$ cat src/rtl/counter_pkg.sv
// counter_pkg: shared direction constants and load clamping for the modulo counters
package counter_pkg;
  localparam logic CNT_UP = 1'b1;
  localparam logic CNT_DOWN = 1'b0;
  function automatic logic [31:0] clamp_load(input logic [31:0] v, input logic [31:0] max_v);
    return (v > max_v) ? max_v : v;
  endfunction
endpackage

$ cat src/rtl/mod_next_state.sv
// mod_next_state: next count, wrap flag and terminal count for a modulo up/down counter
module mod_next_state import counter_pkg::*; #(
  parameter int WIDTH = 5,
  parameter int MODULUS = 32
) (
  input  logic [WIDTH-1:0] q_i,
  input  logic             en_i,
  input  logic             up_i,
  output logic [WIDTH-1:0] q_o,
  output logic             wrap_o,
  output logic             tc_o
);
  localparam logic [WIDTH-1:0] MAX = WIDTH'(MODULUS - 1);
  logic at_max, at_zero, is_up;
  always_comb begin
    is_up = (up_i == CNT_UP);
    at_max = (q_i == MAX);
    at_zero = (q_i == '0);
    wrap_o = en_i && (is_up ? at_max : at_zero);
    tc_o = wrap_o;
    q_o = !en_i ? q_i
        : is_up ? (at_max ? '0 : q_i + WIDTH'(1))
        : (at_zero ? MAX : q_i - WIDTH'(1));
  end
endmodule

$ cat src/rtl/mod_updown_counter.sv
// mod_updown_counter: synchronous up/down modulo counter with load, preset and cascade outputs
module mod_updown_counter import counter_pkg::*; #(
  parameter int WIDTH = 5,
  parameter int MODULUS = 32
) (
  input  logic             clk,
  input  logic             clear,
  input  logic             preset,
  input  logic             en,
  input  logic             up,
  input  logic             load,
  input  logic [WIDTH-1:0] load_val,
  output logic [WIDTH-1:0] q,
  output logic             tc,
  output logic             wrap
);
  localparam logic [WIDTH-1:0] MAX = WIDTH'(MODULUS - 1);
  if (WIDTH < 1 || MODULUS < 2 || longint'(MODULUS) > (longint'(1) << WIDTH)) begin : g_bad_params
    $error("mod_updown_counter: need WIDTH >= 1 and 2 <= MODULUS <= 2**WIDTH");
  end
  logic [WIDTH-1:0] q_q, q_d, cnt_q;
  logic wrap_q, wrap_d, cnt_wrap, cnt_tc, ovr;
  mod_next_state #(.WIDTH(WIDTH), .MODULUS(MODULUS)) u_next (
    .q_i(q_q), .en_i(en), .up_i(up), .q_o(cnt_q), .wrap_o(cnt_wrap), .tc_o(cnt_tc)
  );
  always_comb begin
    ovr = clear | preset | load;
    q_d = clear ? '0 : preset ? MAX : load ? WIDTH'(clamp_load(32'(load_val), 32'(MAX))) : cnt_q;
    wrap_d = !ovr && cnt_wrap;
  end
  always_ff @(posedge clk) begin
    q_q <= q_d;
    wrap_q <= wrap_d;
  end
  assign q = q_q;
  assign wrap = wrap_q;
  assign tc = cnt_tc && !ovr;
`ifndef SYNTHESIS
  logic rst_seen_q, tc_prev_q;
  always_ff @(posedge clk) begin
    rst_seen_q <= rst_seen_q | clear;
    tc_prev_q <= tc;
  end
  a_in_range: assert property (@(posedge clk) rst_seen_q |-> q_q <= MAX);
  a_wrap_after_tc: assert property (@(posedge clk) rst_seen_q && wrap_q |-> tc_prev_q);
`endif
endmodule

$ cat config.mk
export PLATFORM = sky130hd
export DESIGN_NAME = mod_updown_counter
export DESIGN_NICKNAME = d
export VERILOG_FILES = /design/src/rtl/counter_pkg.sv /design/src/rtl/mod_next_state.sv /design/src/rtl/mod_updown_counter.sv
export SDC_FILE = /design/constraint.sdc
export NUM_CORES = 1
export LEC_CHECK = 0
export CAP_MARGIN = 10
export CORE_AREA = 2 2 39 41
export CTS_CLUSTER_DIAMETER = 30
export DETAILED_ROUTE_END_ITERATION = 6
export DIE_AREA = 0 0 41 43
export DONT_BUFFER_PORTS = 1
export GPL_ROUTABILITY_DRIVEN = 0
export HOLD_SLACK_MARGIN = 0.08
export PLACE_DENSITY_LB_ADDON = 0.3
export SETUP_SLACK_MARGIN = 0.02
export SYNTH_ARGS = -nofsm -noshare
export SYNTH_HDL_FRONTEND = slang
export SYNTH_SLANG_ARGS = --single-unit
$ cat constraint.sdc
create_clock -name clk -period 3.9 [get_ports clk]
set_clock_uncertainty 0.05 [all_clocks]
set_input_delay 0.78 -clock clk [delete_from_list [all_inputs] [get_ports clk]]
set_output_delay 0.78 -clock clk [all_outputs]
set_load 0.05 [all_outputs]
==> impl_metrics.py, run 1 <==
metrics = {
    "timing": {
        "fin_tns_setup_ns": 0,
        "fin_crit_ns": 3.005,
        "tightest_slew_ns": 0.7386,
        "setup_slack_ns": 0.8950,
        "hold_viol": 0,
        "period_share": 0.7705,
        "rsz0062_at_grt": "no",
        "setup_viol": 0,
        "finalMaxSlewViolations": 0,
        "fmax_mhz": 332.8,
        "slew_headroom": 0.5069,
    },
    "place": {
        "dp_slack_ns": 1.149,
        "dpl.cell_count": 76,
        "place_area_um2": 510.5,
        "numPortBuffers": 0,
        "hpwl_um": 840.2,
    },
    "logic_synthesis": {
        "synthFlopType": "dfxtp_1",
        "yosys_warnings": 0,
        "seq_area_frac_synth": 0.2400,
        "syn-instance-count": 63,
        "syn_area_um2": 500.5,
        "synth_nets": 77,
        "synth_top_area_frac": 0.2400,
        "synth.distinct_cells": 31,
        "synth_area_leaders": "dfxtp_1 24%, ha_1 7.5%, a211oi_1 6.0%",
        "synth_top_area_cell": "dfxtp_1",
        "synth_area_per_cell_um2": 7.944,
        "async_flop_share": 0,
        "ys_ff_latch": 6,
        "synth_edf_count": 0,
    },
    "clock_tree": {
        "cts.path.max_buffers": 2,
        "cts-buffers-inserted": 3,
        "cts.sinks": 6,
        "ctsResizeCount": 0,
        "cts.clk_slew.worst_paths_ns": 0.05,
        "cts_hold_buf": 0,
        "htreeDepth": 1,
        "cts_tree": "built",
        "root_buffer": "clkbuf_4",
        "post-cts-setup-buffers": 0,
        "worstSkewPairLatency_ns": 0.25,
    },
    "run": {
        "cap_violations": 0,
    },
    "detailed_routing": {
        "drt_first_pass_iters": 4,
        "routed.top_layer": "met4",
        "dr_wl_met3_um": 135,
        "wl_per_cell_um": 15.20,
        "drc_errors": 0,
        "drt_iter0_drc": 5,
        "viasPerCell": 5.987,
        "postRouteAntennaNets": 0,
        "wl_met1_um": 544,
        "wl_met2_um": 507,
        "drt_wl_total_um": 1201,
        "dr_total_vias": 473,
    },
    "power": {
        "vdd.ir_drop.worst_mv": 0.1677,
        "powerDensity_nw_per_um2": 349.1,
        "finalPower_w": 0.0001861,
        "p_leak_nw": 0.2096,
    },
    "worst_setup_path": {
        "ff2ff_path_depth": 7,
        "crit_path_end_kind": "output pin",
        "arrival_ns": 2.17,
        "crit_path_start_kind": "flop",
        "critPathKind": "flop to output pin",
        "required_ns": 3.07,
        "cp_max_fo": 7,
    },
    "cells_and_area": {
        "drive_gt1_frac": 0.1111,
        "n_antenna_cell": 0,
        "fin_area_um2": 533.0,
        "nets": 79,
        "area_growth_pct": 6.500,
        "final_cell_count_no_fill": 79,
    },
    "floorplan": {
        "die_height_um": 43,
        "core_region_area_um2": 1384,
        "dieArea_um2": 1763,
        "die_w_um": 41,
        "io_pins": 18,
        "std_cell_rows": 14,
        "initial_core_util": 0.3617,
    },
    "global_route": {
        "overflow": 0,
        "grt_pass1_vias": 422,
        "grt_antenna_before_repair": 0,
        "grt_max_degree": 15,
        "grtUsageTotal": 0.1645,
        "grt_pass1_wl_um": 1932,
    },
    "hold_path": {
        "worstHoldPathCells": 1,
        "hold_path_class": "primary input to flop",
    },
    "run_status": {
        "outcome": "complete, no violations",
    },
}
[sequential cells by signal, summed over array words and instances (netlist names)]
signal and cells:
q 5, wrap 1
[worst max-delay path: stages (launching register included)]
cell and delay (ns):
dfxtp_1 0.74, ha_1 0.31, and3_1 0.17, ha_1 0.20, nand2_1 0.08, a211oi_2 0.21
buf_4 0.23
[layout by cell type (no fill, tap or decap)]
master	netlist	final
dfxtp_1	6	6
inv_1	5	5
nor2_1	5	5
a21oi_1	4	4
nor3_1	3	3
a211oi_1	4	3
nand2b_1	3	3
ha_1	3	3
clkbuf_4	0	3
nand2_1	2	2
nor3b_1	2	2
xor2_1	2	2
nor4_1	2	2
xnor2_1	2	2
and3_1	1	1
nand2b_4	1	1
or4_4	1	1
a211oi_2	0	1
a22o_1	1	1
a311oi_1	1	1
o21ai_0	1	1
or2b_1	1	1
nand3_1	1	1
o211ai_1	1	1
or3_1	1	1
o21a_1	1	1
o221ai_1	1	1
nand3b_1	1	1
a31oi_1	1	1
a221oi_1	1	1
mux2i_1	1	1
buf_4	0	1
[layer usage]
metal,vias up,global-route usage
met5,-,0
met1,218,0.2404
met3,2,0.06806
met4,0,0.08000
li1,231,-
met2,22,0.2000
[worst paths after layout]
path              start   end  slack (ns)
setup / recovery   q[0]    tc        0.90
setup reg to reg   q[0]  q[2]        1.68
hold / removal    clear  q[0]        0.55
hold reg to reg    q[1]  q[1]        0.84
[metrics by stage]
stage | hold WS [ns] | util
finish | 0.5476 | 0.3852
global route | 0.5394 | 0.3852
CTS | 0.5399 | 0.3852
detailed placement | 0.8056 | 0.3689
global placement | 0.8059 | 0.3689
floorplan | 0.7644 | -
[power breakdown]
group	internal, W	leakage [nW]	total, W	switching, W
combinational	0.0000188	0.146	0.0000334	0.0000146
sequential	0.0000661	0.0501	0.0000920	0.0000259
clock	0.0000350	0.0138	0.0000606	0.0000256
total	0.000120	0.210	0.000186	0.0000661
[synth_stat cells (2+ instances only)]
cell,count
nor3b_1,2
a21oi_1,4
a211oi_1,4
inv_1,5
dfxtp_1,6
nand2b_1,3
nor2_1,5
xor2_1,2
nor3_1,3
ha_1,3
xnor2_1,2
clkbuf_1,3
nor4_1,2
nand2_1,2
[cell type report]
class / count / area, um2
clock buffer: 3 / 22.52
fill: 151 / 850.8
inverter: 5 / 18.77
multi-input combinational: 48 / 344.1
sequential: 6 / 120.1
tap: 16 / 20.02
timing repair buffer: 1 / 7.507
[kinds of logic after synthesis]
family                     after synthesis  share of synthesized area
muxes                                    1                    0.02000
AOI/OAI and AO/OA                       16                     0.2225
DFF                                      6                     0.2400
xor gates and xnor gates                 4                    0.07001
buffers and inverters                    9                    0.08250
adders and majority gates                3                    0.07501
and+or+nand+nor                         24                     0.2900
No activity file was read; power rests on OpenSTA's default activity.
==> inputs of run 2 (changes only) <==
clock period = 2.8 ns   (was 3.9 ns; I/O delays follow)
==> run 2 against run 1 <==
  * Via count is 3.4% higher
  * Combinational power up 130%
  * Sequential share of layout area shrank 1.2 points
  * Die area unchanged
  * Largest power group unchanged
  * Worst setup slack got worse by 0.52 ns
  * Count of clock-buffer cells in the layout did not move
  * Sequential cell count is the same
  * Global-route usage grew 0.13 points
  * Highest routed layer unchanged
  * Critical path depth is 2 lower
  * Cell count grew 5.1%
==> impl_metrics.py, run 2 (same netlist as run 1, synthesis figures left out) <==
metrics = {
    "power": {
        "clkPwrFrac": 0.320,
        "p_seq_frac": 0.393,
        "p_comb_frac": 0.287,
        "sw_frac_of_total": 0.3541,
        "vdd.ir_drop.worst_mv": 0.2586,
        "p_leak_nw": 0.2295,
        "finalPower_w": 0.0002689,
        "p_sw_w": 0.00009523,
        "p_int_w": 0.0001737,
        "powerDensity_nw_per_um2": 477.6,
    },
    "floorplan": {
        "initial_core_util": 0.3617,
        "io_pins": 18,
        "std_cell_rows": 14,
        "die_height_um": 43,
        "die_w_um": 41,
        "dieArea_um2": 1763,
        "core_region_area_um2": 1384,
    },
    "cells_and_area": {
        "area_growth_pct": 12.50,
        "n_antenna_cell": 0,
        "largest_reg_flops": 5,
        "drive_gt1_frac": 0.1642,
        "mostFrequentLayoutCell": "dfxtp_1",
        "final_cell_count_no_fill": 83,
        "nets": 83,
        "fin_area_um2": 563.0,
        "layout_common_cells": "6 x dfxtp_1, 5 x inv_1, 5 x nor2_1, 5 x buf_4, 4 x a21oi_1",
    },
    "clock_tree": {
        "ctsResizeCount": 0,
        "cts.sinks": 6,
        "cts.clk_slew.worst_paths_ns": 0.05,
        "htreeDepth": 1,
        "worstSkewPairLatency_ns": 0.25,
        "cts_tree": "built",
        "cts.path.max_buffers": 2,
        "post-cts-setup-buffers": 0,
        "cts_hold_buf": 0,
        "cts-buffers-inserted": 3,
        "root_buffer": "clkbuf_4",
    },
    "timing": {
        "tightest_slew_ns": 0.6278,
        "hold_viol": 0,
        "slew_headroom": 0.5809,
        "setup_viol": 0,
        "fin_crit_ns": 2.420,
        "period_share": 0.8643,
        "rsz0062_at_grt": "no",
        "finalMaxSlewViolations": 0,
        "fin_tns_setup_ns": 0,
        "fmax_mhz": 413.2,
    },
    "detailed_routing": {
        "drt_wl_total_um": 1198,
        "viasPerCell": 5.892,
        "drt_iter0_drc": 19,
        "drc_errors": 0,
        "drt_first_pass_iters": 4,
        "dr_total_vias": 489,
        "wl_per_cell_um": 14.43,
        "postRouteAntennaNets": 0,
    },
    "global_route": {
        "grtUsageTotal": 0.1658,
        "grt_pass1_wl_um": 1938,
        "grt_antenna_before_repair": 0,
        "grt_pass1_vias": 434,
        "grt_max_degree": 15,
        "overflow": 0,
    },
    "hold_path": {
        "min-delay-start": "clear",
        "hold_path_class": "primary input to flop",
        "worstHoldEndpoint": "q[1]",
        "worstHoldPathCells": 1,
    },
    "worst_setup_path": {
        "critPathKind": "flop to output pin",
        "arrival_ns": 1.81,
        "cp_max_fo": 5,
        "ff2ff_path_depth": 7,
        "required_ns": 2.19,
        "r2r_slack_ns": 0.94,
        "reg2reg_from": "q[0]",
        "crit_path_end_kind": "output pin",
        "worst_r2r_endpoint": "q[2]",
        "crit_path_start_kind": "flop",
    },
    "run": {
        "cap_violations": 0,
    },
    "run_status": {
        "outcome": "complete, no violations",
    },
    "place": {
        "numPortBuffers": 0,
        "dpl.cell_count": 80,
        "hpwl_um": 900.2,
        "place_area_um2": 540.5,
    },
}
-- run 2: power groups by stage --
stage          sequential, W  clock (W)  combinational, W
5_1_grt             0.000108  0.0000913         0.0000838
3_5_place_dp        0.000107          0         0.0000768
3_3_place_gp        0.000108          0         0.0000765
2_1_floorplan       0.000126          0         0.0000485
4_1_cts             0.000106  0.0000871         0.0000778
6_report            0.000106  0.0000860         0.0000771
-- run 2: worst max-delay path, stage by stage, from the launching register on --
cell	delay (ns)
dfxtp_1	0.72
ha_1	0.31
nand2_1	0.08
a211oi_2	0.22
buf_4	0.23
-- run 2: cell type report --
class	count	area (um2)
clock buffer	3	22.52
fill	151	820.8
multi-input combinational	48	344.1
inverter	5	18.77
sequential	6	120.1
tap	16	20.02
timing repair buffer	5	37.54
-- run 2: how the worst max path moves through the flow --
stage / startpoint / endpoint / slack [ns] / cells past startpoint
5_1_grt: q[1] / tc / 0.28 / 6
3_5_place_dp: up / tc / 0.65 / 4
4_1_cts: q[4] / tc / 0.36 / 4
2_1_floorplan: q[0] / tc / 0.07 / 5
6_report: q[4] / tc / 0.38 / 4
3_3_place_gp: up / tc / 0.66 / 4
-- run 2: routing by layer --
layer | vias up | part of all wire | wire length (um) | global-route usage
met4 | 0 | 0.031 | 37 | 0.1000
met3 | 5 | 0.074 | 89 | 0.03665
met5 | - | 0 | 0 | 0
met2 | 18 | 0.45 | 537 | 0.2313
met1 | 226 | 0.44 | 533 | 0.2226
li1 | 240 | - | - | -
-- run 2: metrics by stage --
| stage | utilization | setup WS, ns | hold slack [ns] |
|---|---|---|---|
| after floorplan | - | 0.06641 | 0.5821 |
| after global placement | 0.3906 | 0.6649 | 0.5857 |
| after detailed placement | 0.3906 | 0.6460 | 0.5885 |
| after CTS | 0.4069 | 0.3646 | 0.3222 |
| after global routing | 0.4069 | 0.2831 | 0.3241 |
| final | 0.4069 | 0.3799 | 0.3256 |
